===== src/rtl/fifo_pkg.sv =====
// Shared helpers for the single-clock FIFO: address-width calculation and
// parameter legality checks used at elaboration time.
package fifo_pkg;

    function automatic int clog2(input int value);
        int result;
        result = 0;
        while ((1 << result) < value) begin
            result = result + 1;
        end
        return result;
    endfunction

    function automatic bit is_pow2(input int value);
        return (value > 0) && ((value & (value - 1)) == 0);
    endfunction

    function automatic bit params_legal(input int data_width,
                                        input int fifo_depth,
                                        input int afull_thresh,
                                        input int aempty_thresh);
        return (data_width >= 1) &&
               (fifo_depth >= 2) && is_pow2(fifo_depth) &&
               (afull_thresh >= 1) && (afull_thresh <= fifo_depth) &&
               (aempty_thresh >= 0) && (aempty_thresh <= fifo_depth - 1);
    endfunction

endpackage


===== src/rtl/fifo_mem.sv =====
// Simple dual-port storage for sync_fifo: one write port, one registered read
// port. Neither the array nor the read register is reset.
module fifo_mem #(
    parameter int DATA_WIDTH = 8,
    parameter int ADDR_WIDTH = 4
) (
    input  logic                  clk,
    input  logic                  wr_en_i,
    input  logic [ADDR_WIDTH-1:0] wr_addr_i,
    input  logic [DATA_WIDTH-1:0] wr_data_i,
    input  logic                  rd_en_i,
    input  logic [ADDR_WIDTH-1:0] rd_addr_i,
    output logic [DATA_WIDTH-1:0] rd_data_o
);

    logic [DATA_WIDTH-1:0] mem_q [2**ADDR_WIDTH];

    always_ff @(posedge clk) begin
        if (wr_en_i) begin
            mem_q[wr_addr_i] <= wr_data_i;
        end
        if (rd_en_i) begin
            rd_data_o <= mem_q[rd_addr_i];
        end
    end

endmodule


===== src/rtl/sync_fifo.sv =====
// Single-clock FIFO with registered occupancy count and almost-full/empty flags.
// Define FIFO_ERR_EN to add sticky overflow/underflow flags and err_clr.
module sync_fifo
    import fifo_pkg::*;
#(
    parameter int DATA_WIDTH    = 8,
    parameter int FIFO_DEPTH    = 16,
    parameter int AFULL_THRESH  = FIFO_DEPTH - 2,
    parameter int AEMPTY_THRESH = 2
) (
    input  logic                       clk,
    input  logic                       reset_n,
    input  logic [DATA_WIDTH-1:0]      wr_data,
    input  logic                       wr_en,
    output logic                       full,
    output logic                       almost_full,
    input  logic                       rd_en,
    output logic [DATA_WIDTH-1:0]      rd_data,
    output logic                       rd_valid,
    output logic                       empty,
    output logic                       almost_empty,
`ifdef FIFO_ERR_EN
    output logic                       overflow,
    output logic                       underflow,
    input  logic                       err_clr,
`endif
    output logic [clog2(FIFO_DEPTH):0] count
);

    localparam int ADDR_WIDTH = clog2(FIFO_DEPTH);
    localparam int PTR_W      = ADDR_WIDTH + 1;

    localparam logic [PTR_W-1:0] DEPTH_C  = PTR_W'(FIFO_DEPTH);
    localparam logic [PTR_W-1:0] AFULL_C  = PTR_W'(AFULL_THRESH);
    localparam logic [PTR_W-1:0] AEMPTY_C = PTR_W'(AEMPTY_THRESH);

    if (!params_legal(DATA_WIDTH, FIFO_DEPTH, AFULL_THRESH, AEMPTY_THRESH)) begin : g_bad_params
        $error("sync_fifo: illegal parameter combination");
    end

    logic [PTR_W-1:0]      wr_ptr_q, wr_ptr_d;
    logic [PTR_W-1:0]      rd_ptr_q, rd_ptr_d;
    logic [PTR_W-1:0]      count_q, count_d;
    logic                  full_q, empty_q, afull_q, aempty_q;
    logic                  rd_valid_q;
    logic                  rd_seen_q;
    logic                  wr_accept, rd_accept;
    logic [DATA_WIDTH-1:0] mem_rd_data;

    // Acceptance uses the registered flags only, so a full FIFO never takes a
    // write and an empty FIFO never falls a write through to the read side.
    always_comb begin
        wr_accept = wr_en && !full_q;
        rd_accept = rd_en && !empty_q;
        wr_ptr_d  = wr_ptr_q + PTR_W'(wr_accept);
        rd_ptr_d  = rd_ptr_q + PTR_W'(rd_accept);
        count_d   = wr_ptr_d - rd_ptr_d;
    end

    always_ff @(posedge clk or negedge reset_n) begin
        if (!reset_n) begin
            wr_ptr_q   <= '0;
            rd_ptr_q   <= '0;
            count_q    <= '0;
            full_q     <= 1'b0;
            empty_q    <= 1'b1;
            afull_q    <= 1'b0;
            aempty_q   <= 1'b1;
            rd_valid_q <= 1'b0;
            rd_seen_q  <= 1'b0;
        end else begin
            wr_ptr_q   <= wr_ptr_d;
            rd_ptr_q   <= rd_ptr_d;
            count_q    <= count_d;
            full_q     <= (count_d == DEPTH_C);
            empty_q    <= (count_d == '0);
            afull_q    <= (count_d >= AFULL_C);
            aempty_q   <= (count_d <= AEMPTY_C);
            rd_valid_q <= rd_accept;
            if (rd_accept) begin
                rd_seen_q <= 1'b1;
            end
        end
    end

    fifo_mem #(
        .DATA_WIDTH (DATA_WIDTH),
        .ADDR_WIDTH (ADDR_WIDTH)
    ) u_mem (
        .clk       (clk),
        .wr_en_i   (wr_accept),
        .wr_addr_i (wr_ptr_q[ADDR_WIDTH-1:0]),
        .wr_data_i (wr_data),
        .rd_en_i   (rd_accept),
        .rd_addr_i (rd_ptr_q[ADDR_WIDTH-1:0]),
        .rd_data_o (mem_rd_data)
    );

    // The RAM read register has no reset; mask it until the first read after reset.
    assign rd_data      = rd_seen_q ? mem_rd_data : '0;
    assign rd_valid     = rd_valid_q;
    assign count        = count_q;
    assign full         = full_q;
    assign empty        = empty_q;
    assign almost_full  = afull_q;
    assign almost_empty = aempty_q;

`ifdef FIFO_ERR_EN
    logic overflow_q, underflow_q;

    // A new error in the same cycle as err_clr wins.
    always_ff @(posedge clk or negedge reset_n) begin
        if (!reset_n) begin
            overflow_q  <= 1'b0;
            underflow_q <= 1'b0;
        end else begin
            if (wr_en && full_q) begin
                overflow_q <= 1'b1;
            end else if (err_clr) begin
                overflow_q <= 1'b0;
            end
            if (rd_en && empty_q) begin
                underflow_q <= 1'b1;
            end else if (err_clr) begin
                underflow_q <= 1'b0;
            end
        end
    end

    assign overflow  = overflow_q;
    assign underflow = underflow_q;
`endif

endmodule


===== config.mk =====
export PLATFORM = sky130hd
export DESIGN_NAME = sync_fifo
export DESIGN_NICKNAME = d
export VERILOG_FILES = /design/src/rtl/fifo_pkg.sv /design/src/rtl/fifo_mem.sv /design/src/rtl/sync_fifo.sv
export SDC_FILE = /design/constraint.sdc
export NUM_CORES = 1
export LEC_CHECK = 0
export ABC_CLOCK_PERIOD_IN_PS = 7700
export CAP_MARGIN = 20
export CORE_UTILIZATION = 40
export CTS_CLUSTER_DIAMETER = 40
export CTS_CLUSTER_SIZE = 40
export DETAILED_ROUTE_END_ITERATION = 12
export PLACE_DENSITY = 0.59
export SETUP_SLACK_MARGIN = 0.15
export SYNTH_ARGS = -nofsm -noshare
export SYNTH_HDL_FRONTEND = slang
export SYNTH_SLANG_ARGS = --single-unit

===== constraint.sdc =====
create_clock -name clk -period 7.7 [get_ports clk]
set_input_delay 2.31 -clock clk [delete_from_list [all_inputs] [get_ports clk]]
set_output_delay 2.31 -clock clk [all_outputs]
set_load 0.05 [all_outputs]

==> out/qor.txt <==
CLOCK NETWORK
------------------------------------------------------------------------------------------
Clock tree from TritonCTS                                                              yes
Number of instances resized during post-cts repair                                       0
Clock tree buffer depth                                                                  2
Number of buffers inserted by post-CTS setup repair                                      0
Clock edge transition at the registers on the reported setup and hold paths        0.06 ns
Hold buffer count at cts                                                                 0
Clk root buf                                                                  sky130_fd_sc_hd__clkbuf_16
Sink Count                                                                             157
Clock buffer count from CTS                                                             17
Latest clock arrival within the worst-skew pair                                    0.42 ns
# H-tree levels                                                                          4

LOGIC SYNTHESIS
------------------------------------------------------------------------------------------
Syn Nets                                                                               375
Number of flops mapped to enable cells by yosys                                        136
Post-Syn Instances                                                                     355
Dominant cell type by area after synthesis                                    sky130_fd_sc_hd__edfxtp_1
Most used standard cells in the synthesized netlist                           sky130_fd_sc_hd__edfxtp_1, sky130_fd_sc_hd__mux2i_1, sky130_fd_sc_hd__dfrtp_1
Cells taking the most area after synthesis                                    sky130_fd_sc_hd__edfxtp_1, sky130_fd_sc_hd__dfrtp_1, sky130_fd_sc_hd__mux4_2
Proportion of synthesized flip-flops having asynchronous set or reset               13.38%
Average size of a mapped cell                                                   17.53 um^2
Leading cell type by number of instances after synthesis                      sky130_fd_sc_hd__edfxtp_1
Number of register bits inferred by synthesis                                          157
Top cell type's share of synthesized area                                           65.61%
Sequential fraction of the synthesis area                                           74.09%
Count of yosys warnings during synthesis                                                 0
Primary FF master, synth                                                      sky130_fd_sc_hd__edfxtp_1
Mapped cell area                                                              0.006225 mm^2
Distinct cell type count of the synthesized netlist                                     36

SETUP PATH
------------------------------------------------------------------------------------------
Endpoint of the lowest-slack register-to-register path                        full$_DFF_PN0_
CP Data Arrival Time                                                               5.62 ns
Highest fanout seen on the critical path                                                11
Critical path data required time                                                   8.02 ns
Critical path endpoint category                                                       flop
Launching point of the worst reg2reg path                                     empty$_DFF_PN1_
Setup Crit Path Kind                                                                in2reg
Setup slack of the most critical reg-to-reg path                                   4.41 ns
Worst reg-to-reg path cell count                                                         9
Kind of start point of the critical path                                      primary input

POWER AND IR DROP
------------------------------------------------------------------------------------------
Leakage                                                                           2.468 nW
Highest ir drop seen on vdd                                                      0.3323 mV
Net switching power of the design                                               0.001085 W
Relative contribution of the clock network to total power                            23.6%
Switching share of total power                                                      35.59%
Power density normalized to cell area                                         421.3 mW/mm^2
Reg power frac                                                                       38.5%
Cell-internal power                                                             0.001964 W
Share of total power in combinational logic                                          38.0%
Overall power                                                                   0.003050 W

DIE
------------------------------------------------------------------------------------------
Horizontal die dimension                                                          126.7 um
Core Region                                                                   0.01520 mm^2
Floorplan die height                                                              126.7 um
Initial core utilization                                                            40.95%
Io pins                                                                                 30
Number of cell rows                                                                     45
Floorplan die area                                                            0.01606 mm^2

TIMING
------------------------------------------------------------------------------------------
Layout Skew                                                                     0.01141 ns
Time the final worst path needs with I/O delays and setup                         5.292 ns
Share of the clock period used by the worst path                                    68.72%
Setup repair after global routing missed its margin                                  false
Summed negative setup slack over all endpoints                                        0 ns
Final setup violation count                                                              0
Slew Viols, Final                                                                        0
Worst-margin pin slew                                                             1.023 ns
Rel. slew slack                                                                     31.53%
Final Hold Viols                                                                         0
Highest attainable clock frequency                                               189.0 MHz

ROUTE
------------------------------------------------------------------------------------------
Overall via count from detail_route                                                   3240
Total DRC errors in the routed layout                                                    0
First-iteration detailed-routing DRC count                                             213
Wire length per cell                                                              20.97 um
Via-per-instance ratio                                                               5.427
First-pass iteration count of the detailed router                                        4
Total wire length                                                                 12520 um
DRT antenna net count                                                                    0

LAYOUT
------------------------------------------------------------------------------------------
Diodes inserted                                                                          0
Count of nets after finishing                                                          416
Area grow syn2layout                                                                16.28%
Layout fillers                                                                        1303
Area of combinational cells with multiple inputs                              0.001530 mm^2
Post-Layout Cell Count                                                                 597
Share of layout cells above drive strength 1                                        14.67%
Footprint of the flip-flops and latches                                       0.004613 mm^2

PLACED DESIGN
------------------------------------------------------------------------------------------
Placed Cells incl. Taps                                                                565
DP HPWL                                                                            7904 um
Buffers on Ports                                                                        29
Final weighted congestion in routability-driven placement                           0.7929

FLOW RUN
------------------------------------------------------------------------------------------
Count of maximum capacitance violations                                                  0

GLOBAL ROUTING
------------------------------------------------------------------------------------------
Largest net degree at the start of global routing                                       49
Vias in the first global route                                                        3444
Overall routing resource usage                                                      16.98%
Number of antenna violations at the first check in global routing                        0
GRT Residual Overflow                                                                    0
First-pass GRT wire length                                                        19550 um

MIN PATH
------------------------------------------------------------------------------------------
Capture endpoint of the worst hold path                                       rd_ptr_q[4]$_DFF_PN0_
Hold path depth                                                                          1
Hold Crit Class                                                                    reg2reg
Start point of the worst hold path                                            rd_ptr_q[4]$_DFF_PN0_

STATUS
------------------------------------------------------------------------------------------
Run status                                                                    finished, final reports clean

==> layout make-up <==
class	count	share of cell area, %
timing repair buffer	36	4.702
tap	188	3.250
sequential	157	63.73
clock buffer	29	6.638
inverter	6	0.3111
multi-input combinational	178	21.14
clock inverter	3	0.2247
==> how the worst max path moves through the flow <==
stage	end	from	slack, ns	cells after the start
after floorplan	full$_DFF_PN0_	rd_en	3.02	9
after CTS	full$_DFF_PN0_	rd_en	2.35	10
after global routing	full$_DFF_PN0_	rd_en	2.13	10
after global placement	full$_DFF_PN0_	rd_en	2.05	10
after detailed placement	full$_DFF_PN0_	rd_en	1.92	10
final	full$_DFF_PN0_	rd_en	2.41	10
==> per-stage QoR <==
stage / area (um^2) / utilization, % / hold WS [ns] / setup slack [ns]
2_1_floorplan: 6225 / - / 0.4603 / 3.016
3_3_place_gp: 6736 / 44.31 / 0.4783 / 2.053
3_5_place_dp: 6741 / 44.35 / 0.4760 / 1.917
4_1_cts: 7238 / 47.61 / 0.4883 / 2.348
5_1_grt: 7238 / 47.61 / 0.5087 / 2.134
6_report: 7238 / 47.61 / 0.4838 / 2.408
==> power by group through the flow <==
stage / registers [W] / logic, W / clock network [W]
detailed placement: 0.00119 / 0.00116 / 0
global placement: 0.00119 / 0.00116 / 0
CTS: 0.00117 / 0.00117 / 0.000730
global route: 0.00119 / 0.00126 / 0.000768
finish: 0.00117 / 0.00116 / 0.000719
floorplan: 0.00121 / 0.000801 / 0
==> layer usage <==
layer	share of wire (%)	global-route usage, %
met1	42	20.90
met2	52	28.99
met3	4.0	3.669
met4	1.6	7.423
met5	0	0
==> registers in the layout, summed over array words and instances (netlist names) <==
register and count:
rd_valid 1, empty 1, count 5, rd_seen_q 1
wr_ptr_q 5, almost_empty 1, u_mem.rd_data_o 8, rd_ptr_q 5
almost_full 1, u_mem.mem_q 128, full 1
==> cell usage in the layout, fill, tap and decap left out, types with 8 or more instances in the layout <==
cell type	synthesis	final
sky130_fd_sc_hd__a21oi_1	9	9
sky130_fd_sc_hd__a221oi_1	8	8
sky130_fd_sc_hd__a22oi_1	8	8
sky130_fd_sc_hd__and2_1	9	9
sky130_fd_sc_hd__clkbuf_1	7	11
sky130_fd_sc_hd__clkbuf_16	0	17
sky130_fd_sc_hd__clkdlybuf4s50_1	0	29
sky130_fd_sc_hd__dfrtp_1	19	18
sky130_fd_sc_hd__edfxtp_1	136	136
sky130_fd_sc_hd__ha_1	8	8
sky130_fd_sc_hd__mux2_2	8	8
sky130_fd_sc_hd__mux2i_1	24	24
sky130_fd_sc_hd__mux4_2	16	16
sky130_fd_sc_hd__nand2_1	14	14
sky130_fd_sc_hd__nor2_1	15	15
sky130_fd_sc_hd__o21ai_0	18	18
==> worst max-delay path: stages <==
cell and delay [ns]:
sky130_fd_sc_hd__clkdlybuf4s50_1 0.45, sky130_fd_sc_hd__nor2b_1 0.77, sky130_fd_sc_hd__ha_1 0.34, sky130_fd_sc_hd__ha_1 0.29, sky130_fd_sc_hd__xnor2_1 0.16, sky130_fd_sc_hd__ha_1 0.21, sky130_fd_sc_hd__o311ai_1 0.27, sky130_fd_sc_hd__o211ai_1 0.15
sky130_fd_sc_hd__xnor2_1 0.41, sky130_fd_sc_hd__nor3b_1 0.25
==> kinds of logic (layout without fill, tap and decap cells) <==
logic type | after synthesis | in the layout | synth area share [%]
compound gates | 48 | 48 | 4.925
buf+inv | 20 | 74 | 1.327
flops | 157 | 157 | 74.09
mux | 48 | 48 | 11.10
xor+xnor | 13 | 13 | 2.070
fa+ha+maj | 8 | 8 | 1.608
simple gates | 61 | 61 | 4.884
(Power assumes the default switching activity.)
